File: src/rtl/clk_monitor.sv
// Samples an asynchronous toggle/clock with clk, measures its period and high time,
// tracks lock against an expected period and flags deviations and stuck inputs.
module clk_monitor #(
  parameter int unsigned CNT_W       = 16,
  parameter int unsigned EXP_PERIOD  = 100,
  parameter int unsigned TOL         = 2,
  parameter int unsigned LOCK_COUNT  = 4,
  parameter int unsigned TIMEOUT     = 1000,
  parameter int unsigned SYNC_STAGES = 2
) (
  input  logic             clk,
  input  logic             rst,
  input  logic             mon_in,
  input  logic             err_clr,
  output logic [CNT_W-1:0] period_out,
  output logic [CNT_W-1:0] high_out,
  output logic             period_valid,
  output logic             locked,
  output logic             err_period,
  output logic             err_stuck,
  output logic [31:0]      edge_count
);

  localparam int unsigned GW = $clog2(LOCK_COUNT + 1);
  localparam logic [CNT_W-1:0] CntMax  = '1;
  localparam logic [CNT_W-1:0] PerLo   = CNT_W'(EXP_PERIOD - TOL);
  localparam logic [CNT_W-1:0] PerHi   = CNT_W'(EXP_PERIOD + TOL);
  localparam logic [CNT_W-1:0] TmoLast = CNT_W'(TIMEOUT - 1);
  localparam logic [GW-1:0]    LockCnt = GW'(LOCK_COUNT);

  typedef enum logic [1:0] {StIdle, StMeasure, StLocked} state_e;

  state_e                 state_q, state_d;
  logic [SYNC_STAGES-1:0] sync_q;
  logic                   s_d_q;
  logic [CNT_W-1:0]       cnt_q, cnt_d, hcnt_q, hcnt_d;
  logic [CNT_W-1:0]       period_q, period_d, high_q, high_d;
  logic [GW-1:0]          good_q, good_d;
  logic                   valid_q, valid_d, locked_q, locked_d;
  logic                   errp_q, errp_d, stuck_q, stuck_d;
  logic [31:0]            edges_q, edges_d;

  logic             s, rise, fall, is_good, errp_set, stuck_set;
  logic [CNT_W-1:0] meas;

  assign s       = sync_q[SYNC_STAGES-1];
  assign rise    = s & ~s_d_q;
  assign fall    = ~s & s_d_q;
  // cnt is cleared on the rise cycle itself, so the period is one more than its value.
  assign meas    = cnt_q + CNT_W'(1);
  assign is_good = (meas >= PerLo) && (meas <= PerHi);

  always_comb begin
    state_d   = state_q;
    cnt_d     = cnt_q;
    hcnt_d    = hcnt_q;
    good_d    = good_q;
    period_d  = period_q;
    high_d    = high_q;
    valid_d   = 1'b0;
    locked_d  = locked_q;
    edges_d   = edges_q;
    errp_set  = 1'b0;
    stuck_set = 1'b0;

    if (state_q != StIdle && cnt_q != CntMax) cnt_d = cnt_q + CNT_W'(1);
    if (s && hcnt_q != CntMax) hcnt_d = hcnt_q + CNT_W'(1);
    if (fall) high_d = hcnt_q + CNT_W'(1);

    if (rise) begin
      cnt_d   = '0;
      hcnt_d  = '0;
      edges_d = edges_q + 32'd1;
      case (state_q)
        StIdle: begin
          state_d = StMeasure;
          good_d  = '0;
        end
        StMeasure: begin
          valid_d  = 1'b1;
          period_d = meas;
          if (is_good) begin
            good_d = GW'(good_q + 1'b1);
            if (GW'(good_q + 1'b1) == LockCnt) begin
              state_d  = StLocked;
              locked_d = 1'b1;
            end
          end else begin
            good_d = '0;
          end
        end
        StLocked: begin
          valid_d  = 1'b1;
          period_d = meas;
          if (!is_good) begin
            errp_set = 1'b1;
            locked_d = 1'b0;
            good_d   = '0;
            state_d  = StMeasure;
          end
        end
        default: state_d = StIdle;
      endcase
    end else if (state_q != StIdle && cnt_q == TmoLast) begin
      stuck_set = 1'b1;
      locked_d  = 1'b0;
      good_d    = '0;
      state_d   = StIdle;
    end

    // A new error outranks a simultaneous clear.
    errp_d  = errp_set | (errp_q & ~err_clr);
    stuck_d = stuck_set | (stuck_q & ~err_clr);
  end

  always_ff @(posedge clk) begin
    if (rst) begin
      sync_q   <= '0;
      s_d_q    <= 1'b0;
      state_q  <= StIdle;
      cnt_q    <= '0;
      hcnt_q   <= '0;
      good_q   <= '0;
      period_q <= '0;
      high_q   <= '0;
      valid_q  <= 1'b0;
      locked_q <= 1'b0;
      errp_q   <= 1'b0;
      stuck_q  <= 1'b0;
      edges_q  <= '0;
    end else begin
      sync_q   <= {sync_q[SYNC_STAGES-2:0], mon_in};
      s_d_q    <= s;
      state_q  <= state_d;
      cnt_q    <= cnt_d;
      hcnt_q   <= hcnt_d;
      good_q   <= good_d;
      period_q <= period_d;
      high_q   <= high_d;
      valid_q  <= valid_d;
      locked_q <= locked_d;
      errp_q   <= errp_d;
      stuck_q  <= stuck_d;
      edges_q  <= edges_d;
    end
  end

  assign period_out   = period_q;
  assign high_out     = high_q;
  assign period_valid = valid_q;
  assign locked       = locked_q;
  assign err_period   = errp_q;
  assign err_stuck    = stuck_q;
  assign edge_count   = edges_q;

endmodule

File: config.mk
export PLATFORM = sky130hd
export DESIGN_NAME = clk_monitor
export DESIGN_NICKNAME = d
export VERILOG_FILES = /design/src/rtl/clk_monitor.sv
export SDC_FILE = /design/constraint.sdc
export NUM_CORES = 1
export LEC_CHECK = 0
export CAP_MARGIN = 10
export CORE_ASPECT_RATIO = 1.1
export CORE_MARGIN = 2
export CORE_UTILIZATION = 35
export CTS_BUF_LIST = sky130_fd_sc_hd__clkbuf_4 sky130_fd_sc_hd__clkbuf_8 sky130_fd_sc_hd__clkbuf_16
export DETAILED_ROUTE_END_ITERATION = 8
export GPL_TIMING_DRIVEN = 0
export HOLD_SLACK_MARGIN = 0.12
export PLACE_DENSITY = 0.63
export SLEW_MARGIN = 20
export SYNTH_ARGS = -nofsm -noshare
export SYNTH_HDL_FRONTEND = slang
export SYNTH_SLANG_ARGS = --single-unit
File: constraint.sdc
create_clock -name clk -period 4.9 [get_ports clk]
set_input_delay 0.98 -clock clk [delete_from_list [all_inputs] [get_ports clk]]
set_output_delay 0.98 -clock clk [all_outputs]
set_load 0.02 [all_outputs]
## Word-level counts from Yosys, hierarchy flattened

Index checks and enable logic that the tools add are counted.

- Shift operators: 0
- Multiply operators: 0
- Reductions and logical operators: 14
- Bitwise operators: 10
- Order comparisons: 2
- Equality and inequality tests: 11
- Div/mod/pow operators: 0
- Add/subtract/negate cells: 4
- Muxes and demuxes: 23

Operators by type and width:

| cell | count |
|---|---|
| $add 16x1->16 const B | 2 |
| $add 32x1->32 const B | 1 |
| $ne 16x16->1 const B | 2 |
| $eq 16x10->1 const B | 1 |
| $ge 16x7->1 const B | 1 |
| $le 16x7->1 const B | 1 |
| $mux 3 | 4 |
| $mux 1 | 11 |
| $mux 2 | 5 |
| $ne 3x3->1 const B | 3 |
| $pmux 3 s3 | 1 |
| $pmux 2 s3 | 1 |
| $reduce_or 2->1 | 3 |
| $reduce_and 5->1 | 1 |
| $and 1x1->1 | 4 |
| $logic_and 1x1->1 | 4 |
| $ne 4x1->1 const B | 1 |
| $not 1->1 | 4 |
| $reduce_and 4->1 | 1 |
| $reduce_bool 2->1 | 2 |
| $add 3x1->3 const B | 1 |
| $eq 3x3->1 const B | 1 |
| $ne 3x1->1 const B | 1 |
| $reduce_and 3->1 | 1 |
| other kinds (6) | 7 |

- Latch bits: 0
- Bits in writable memories: 0
- Output and inout port bits: 68
- Bits in registers: 108
- Memories: 0
- Memory bits (read-only): 0
- Bits of input ports: 4

## Longest topological paths before layout

- Depth after elaboration: 7
- Depth in mapped cells: 10
- Depth with buffers taken out: 9

## Worst setup path before layout

Ideal clock, no wire load.

- Path type: reg2reg
- Start point: register cnt_q[0]
- End point: register good_q[0]
- Buffers on the path: 1
- Path slack: 1.831 ns
- Arrival: 2.948 ns
- Stages on the path, launching flop included: 10
- Path through: dfxtp_1 -> ha_1 -> buf_6 -> and3_1 -> a311oi_1 -> o211ai_1 -> or4b_2 -> or4_1 -> a31oi_1 -> mux2_2

- Cells in the longest elaborated chain, start to end: 6
- Elaborated cells between the ends (all ways): 12
- Those cells by class: add/sub: 1; order compare: 2; eq/ne: 2; mux: 3; reduce/logical: 4

RTL lines:

| what | line | source |
|---|---|---|
| from (decl) | 36 | `logic [CNT_W-1:0] cnt_q, cnt_d, hcnt_q, hcnt_d;` |
| from (signal assigned) | 135 | `cnt_q <= cnt_d;` |
| $add 16x1->16 | 50 | `assign meas = cnt_q + CNT_W'(1);` |
| $ge 16x7->1 or $le 16x7->1 (tied branches) | 51 | `assign is_good = (meas >= PerLo) && (meas <= PerHi);` |
| $logic_and 1x1->1 | 51 |  |
| $mux 3 | 82 | `if (is_good) begin` |
| $pmux 3 s3 | 74 | `case (state_q)` |
| $mux 3 | 70 | `if (rise) begin` |
| to (signal assigned) | 137 | `good_q <= good_d;` |
| to (decl) | 38 | `logic [GW-1:0] good_q, good_d;` |

Several ways; a longest one is shown, not always the timed one.
A chain may end at the register's enable or synchronous reset.

## Final worst setup path

Ends and elaborated chain as after synthesis.

==> run metrics <==
Final Slew Violations=0; most frequent cells in the layout=108 x dfxtp_1, 95 x nor2_1, 71 x clkdlybuf4s50_1; count of final hold-check violations=0; register area=2162 µm²; Least-Margin Pin Slew=0.8602 ns; Max Clk Rate=287.9 MHz; Setup Crit Path Kind=flop to flop; Max Cap Viol=0; Worst Path Required=5.14 ns; ANT nets after route=0; RSZ-0062 raised after global routing=false; total power=1715 µW; setup repair bufs after CTS=0; EDFF count, synth=0; I/O Pins=72; CTS tree=done; Port Buffers=71; Leak=0.002129 µW; Nets=717; multi-input combinational cell area=2884 µm²; Die Span X=120.9 µm; Clock Skew=0.008618 ns; mapped cell area=5263 µm²; fin util=43.92%; final wirelength=12820 µm; Synth Instances=621; Main synth FF type=dfxtp_1; gr ovfl total=0; crit path max-delay cell type=or4b_2; Setup TNS=0 ns; GP Congestion=0.8746; CTS Sinks=108; Startpoint Class=flop; Starting Density=35.37%; most common cell after layout, fill and taps aside=dfxtp_1; Pre-antenna DRT Iters=4; Avg Vias per Cell=5.081; H-tree Lvls=3; CTS clk-pin slew, worst paths=0.08 ns; FF-to-FF End=good_q[0]; Initial DRC Count=287; asr flop ratio synth=0%; crit end category=flop; critical path fanouts, max=10; Worst path max stage delay=0.67 ns; max_slew headroom=42.17%; Final HPWL DP=9667 µm; library cells used by synthesis=55; DR WL/cell=14.19 µm; hold-fix buffers at CTS=0; Hold Crit Class=flop to flop; CP cell instances=buf_4 > nand4_1 > o31ai_1 > o211ai_1 > or4b_2 > or4_1 > a31oi_1 > mux2_2; reg-to-reg startpoint=cnt_q[0]; clk buf depth=2; total CTS buffers=9; clk root buf=clkbuf_16; first-pass GRT wire length=21050 µm; clk_lat worst skew=0.35 ns; R2R depth=8; Critical Path AT=3.71 ns; Std-Cell Rows=47; Warnings, synthesis=0; chip height=132.6 µm; drt drc=0; CP startpoint=cnt_q[0]; # setup viols final=0; area delta synth->final=24.16%; layout cells sized above 1=5.508%; initial antenna violation count=0; Core ar.=14880 µm²; sequential element share of the synthesized area=41.08%; Pwr per Cell Area=262.5 nW/µm²; die area=16030 µm²; vias in the first global route=4284; Tcrit/Tclk final=70.88%; Synth Register Bits=108; run status=complete, no violations; reg-to-reg slack, setup=1.43 ns; largest net degree at the start of global routing=20; # fillers=1430; CTS resizes=0; CP endpoint=good_q[0]; fin crit period=3.473 ns; Vias=4593; Total Routing Usage GR=16.07%; VDD IR-drop max=187.5 µV; antenna cells=0; Mean Syn Cell Area=8.474 µm²; syn_nets=635
## stage by stage
stage / cell area [µm²] / hold WS, ns / cells / setup WS (ns)
6_report: 6534 / 0.4468 / 904 / 1.427
5_1_grt: 6534 / 0.4642 / 904 / 1.227
4_1_cts: 6534 / 0.4524 / 904 / 1.459
3_5_place_dp: 6218 / 0.4277 / 888 / 1.478
3_3_place_gp: 6218 / 0.4377 / 888 / 1.588
2_1_floorplan: 5263 / 0.4138 / 621 / 1.831
## flip-flops by register name, indices dropped and copies added (netlist names), 2 cells and up
name	flops
edge_count	32
cnt_q	16
hcnt_q	16
high_out	16
period_out	16
good_q	3
state_q	2
sync_q	2
## Yosys cell counts, types with 4 or more instances
| master | number | area [µm²] |
|---|---|---|
| dfxtp_1 | 108 | 2162 |
| nor2_1 | 95 | 356.6 |
| a311oi_1 | 4 | 35.03 |
| a211oi_1 | 30 | 225.2 |
| nor3_1 | 10 | 50.05 |
| nor2b_1 | 11 | 68.82 |
| a21oi_1 | 21 | 105.1 |
| o21ai_0 | 17 | 85.08 |
| or3_1 | 16 | 100.1 |
| clkbuf_1 | 28 | 105.1 |
| and3_1 | 11 | 68.82 |
| nand3_1 | 26 | 130.1 |
| nand2b_1 | 5 | 31.28 |
| nor4_1 | 9 | 56.30 |
| and2_1 | 4 | 25.02 |
| mux2i_1 | 4 | 40.04 |
| buf_2 | 7 | 35.03 |
| inv_1 | 10 | 37.54 |
| nand4_1 | 16 | 100.1 |
| or4_1 | 4 | 30.03 |
| ha_1 | 10 | 125.1 |
| o31ai_1 | 5 | 37.54 |
| nor3b_1 | 4 | 30.03 |
| xor2_1 | 45 | 394.1 |
| xnor2_1 | 30 | 262.8 |
| nand2_1 | 50 | 187.7 |
## logic make-up after synthesis
family                     share of synthesized area [%]
xor gates and xnor gates                           12.48
muxes                                             0.9748
buffers and inverters                              4.113
AOI/OAI and AO/OA                                  12.03
adders and majority gates                          2.378
DFF                                                41.08
and+or+nand+nor                                    26.94
## where the power goes
group          internal [µW]  switching (µW)  leakage (µW)
clock network            413             346      0.000151
registers                884            4.96      0.000871
logic                   23.2            44.2       0.00111
## metal layers
| metal | GRT usage (%) | share of wire [%] | wire (µm) | up-vias |
|---|---|---|---|---|
| li1 | - | - | - | 2329 |
| met2 | 26.72 | 48 | 6201 | 83 |
| met5 | 0 | 0 | 0 | - |
| met4 | 7.235 | 3.0 | 389 | 0 |
| met1 | 20.40 | 46 | 5850 | 2161 |
| met3 | 2.500 | 3.0 | 382 | 20 |
## worst min path at each step
| stage | cells after the start | from | to |
|---|---|---|---|
| global placement | 1 | sync_q[0] | sync_q[1] |
| detailed placement | 1 | sync_q[0] | sync_q[1] |
| finish | 1 | sync_q[0] | sync_q[1] |
| floorplan | 1 | sync_q[0] | sync_q[1] |
| CTS | 1 | sync_q[0] | sync_q[1] |
| global route | 1 | sync_q[0] | sync_q[1] |
## area by class of cell
| cell class | instances | area share [%] |
|---|---|---|
| Multi-Input combinational cell | 462 | 44.14 |
| Sequential cell | 108 | 33.09 |
| Timing Repair Buffer | 71 | 10.88 |
| Tap cell | 196 | 3.753 |
| Clock buffer | 10 | 3.562 |
| Buffer | 41 | 2.738 |
| Clock inverter | 6 | 1.264 |
| Inverter | 10 | 0.5745 |
## critical path: cells and delay by family, from the launching register on
family                 cells  cell delay, ns
flip-flops                 1            0.37
buffers and inverters      1            0.19
multiplexers               1            0.37
AO/OA/AOI/OAI              3            1.01
AND/OR/NAND/NOR            3            1.42
(Power assumes the default switching activity.)
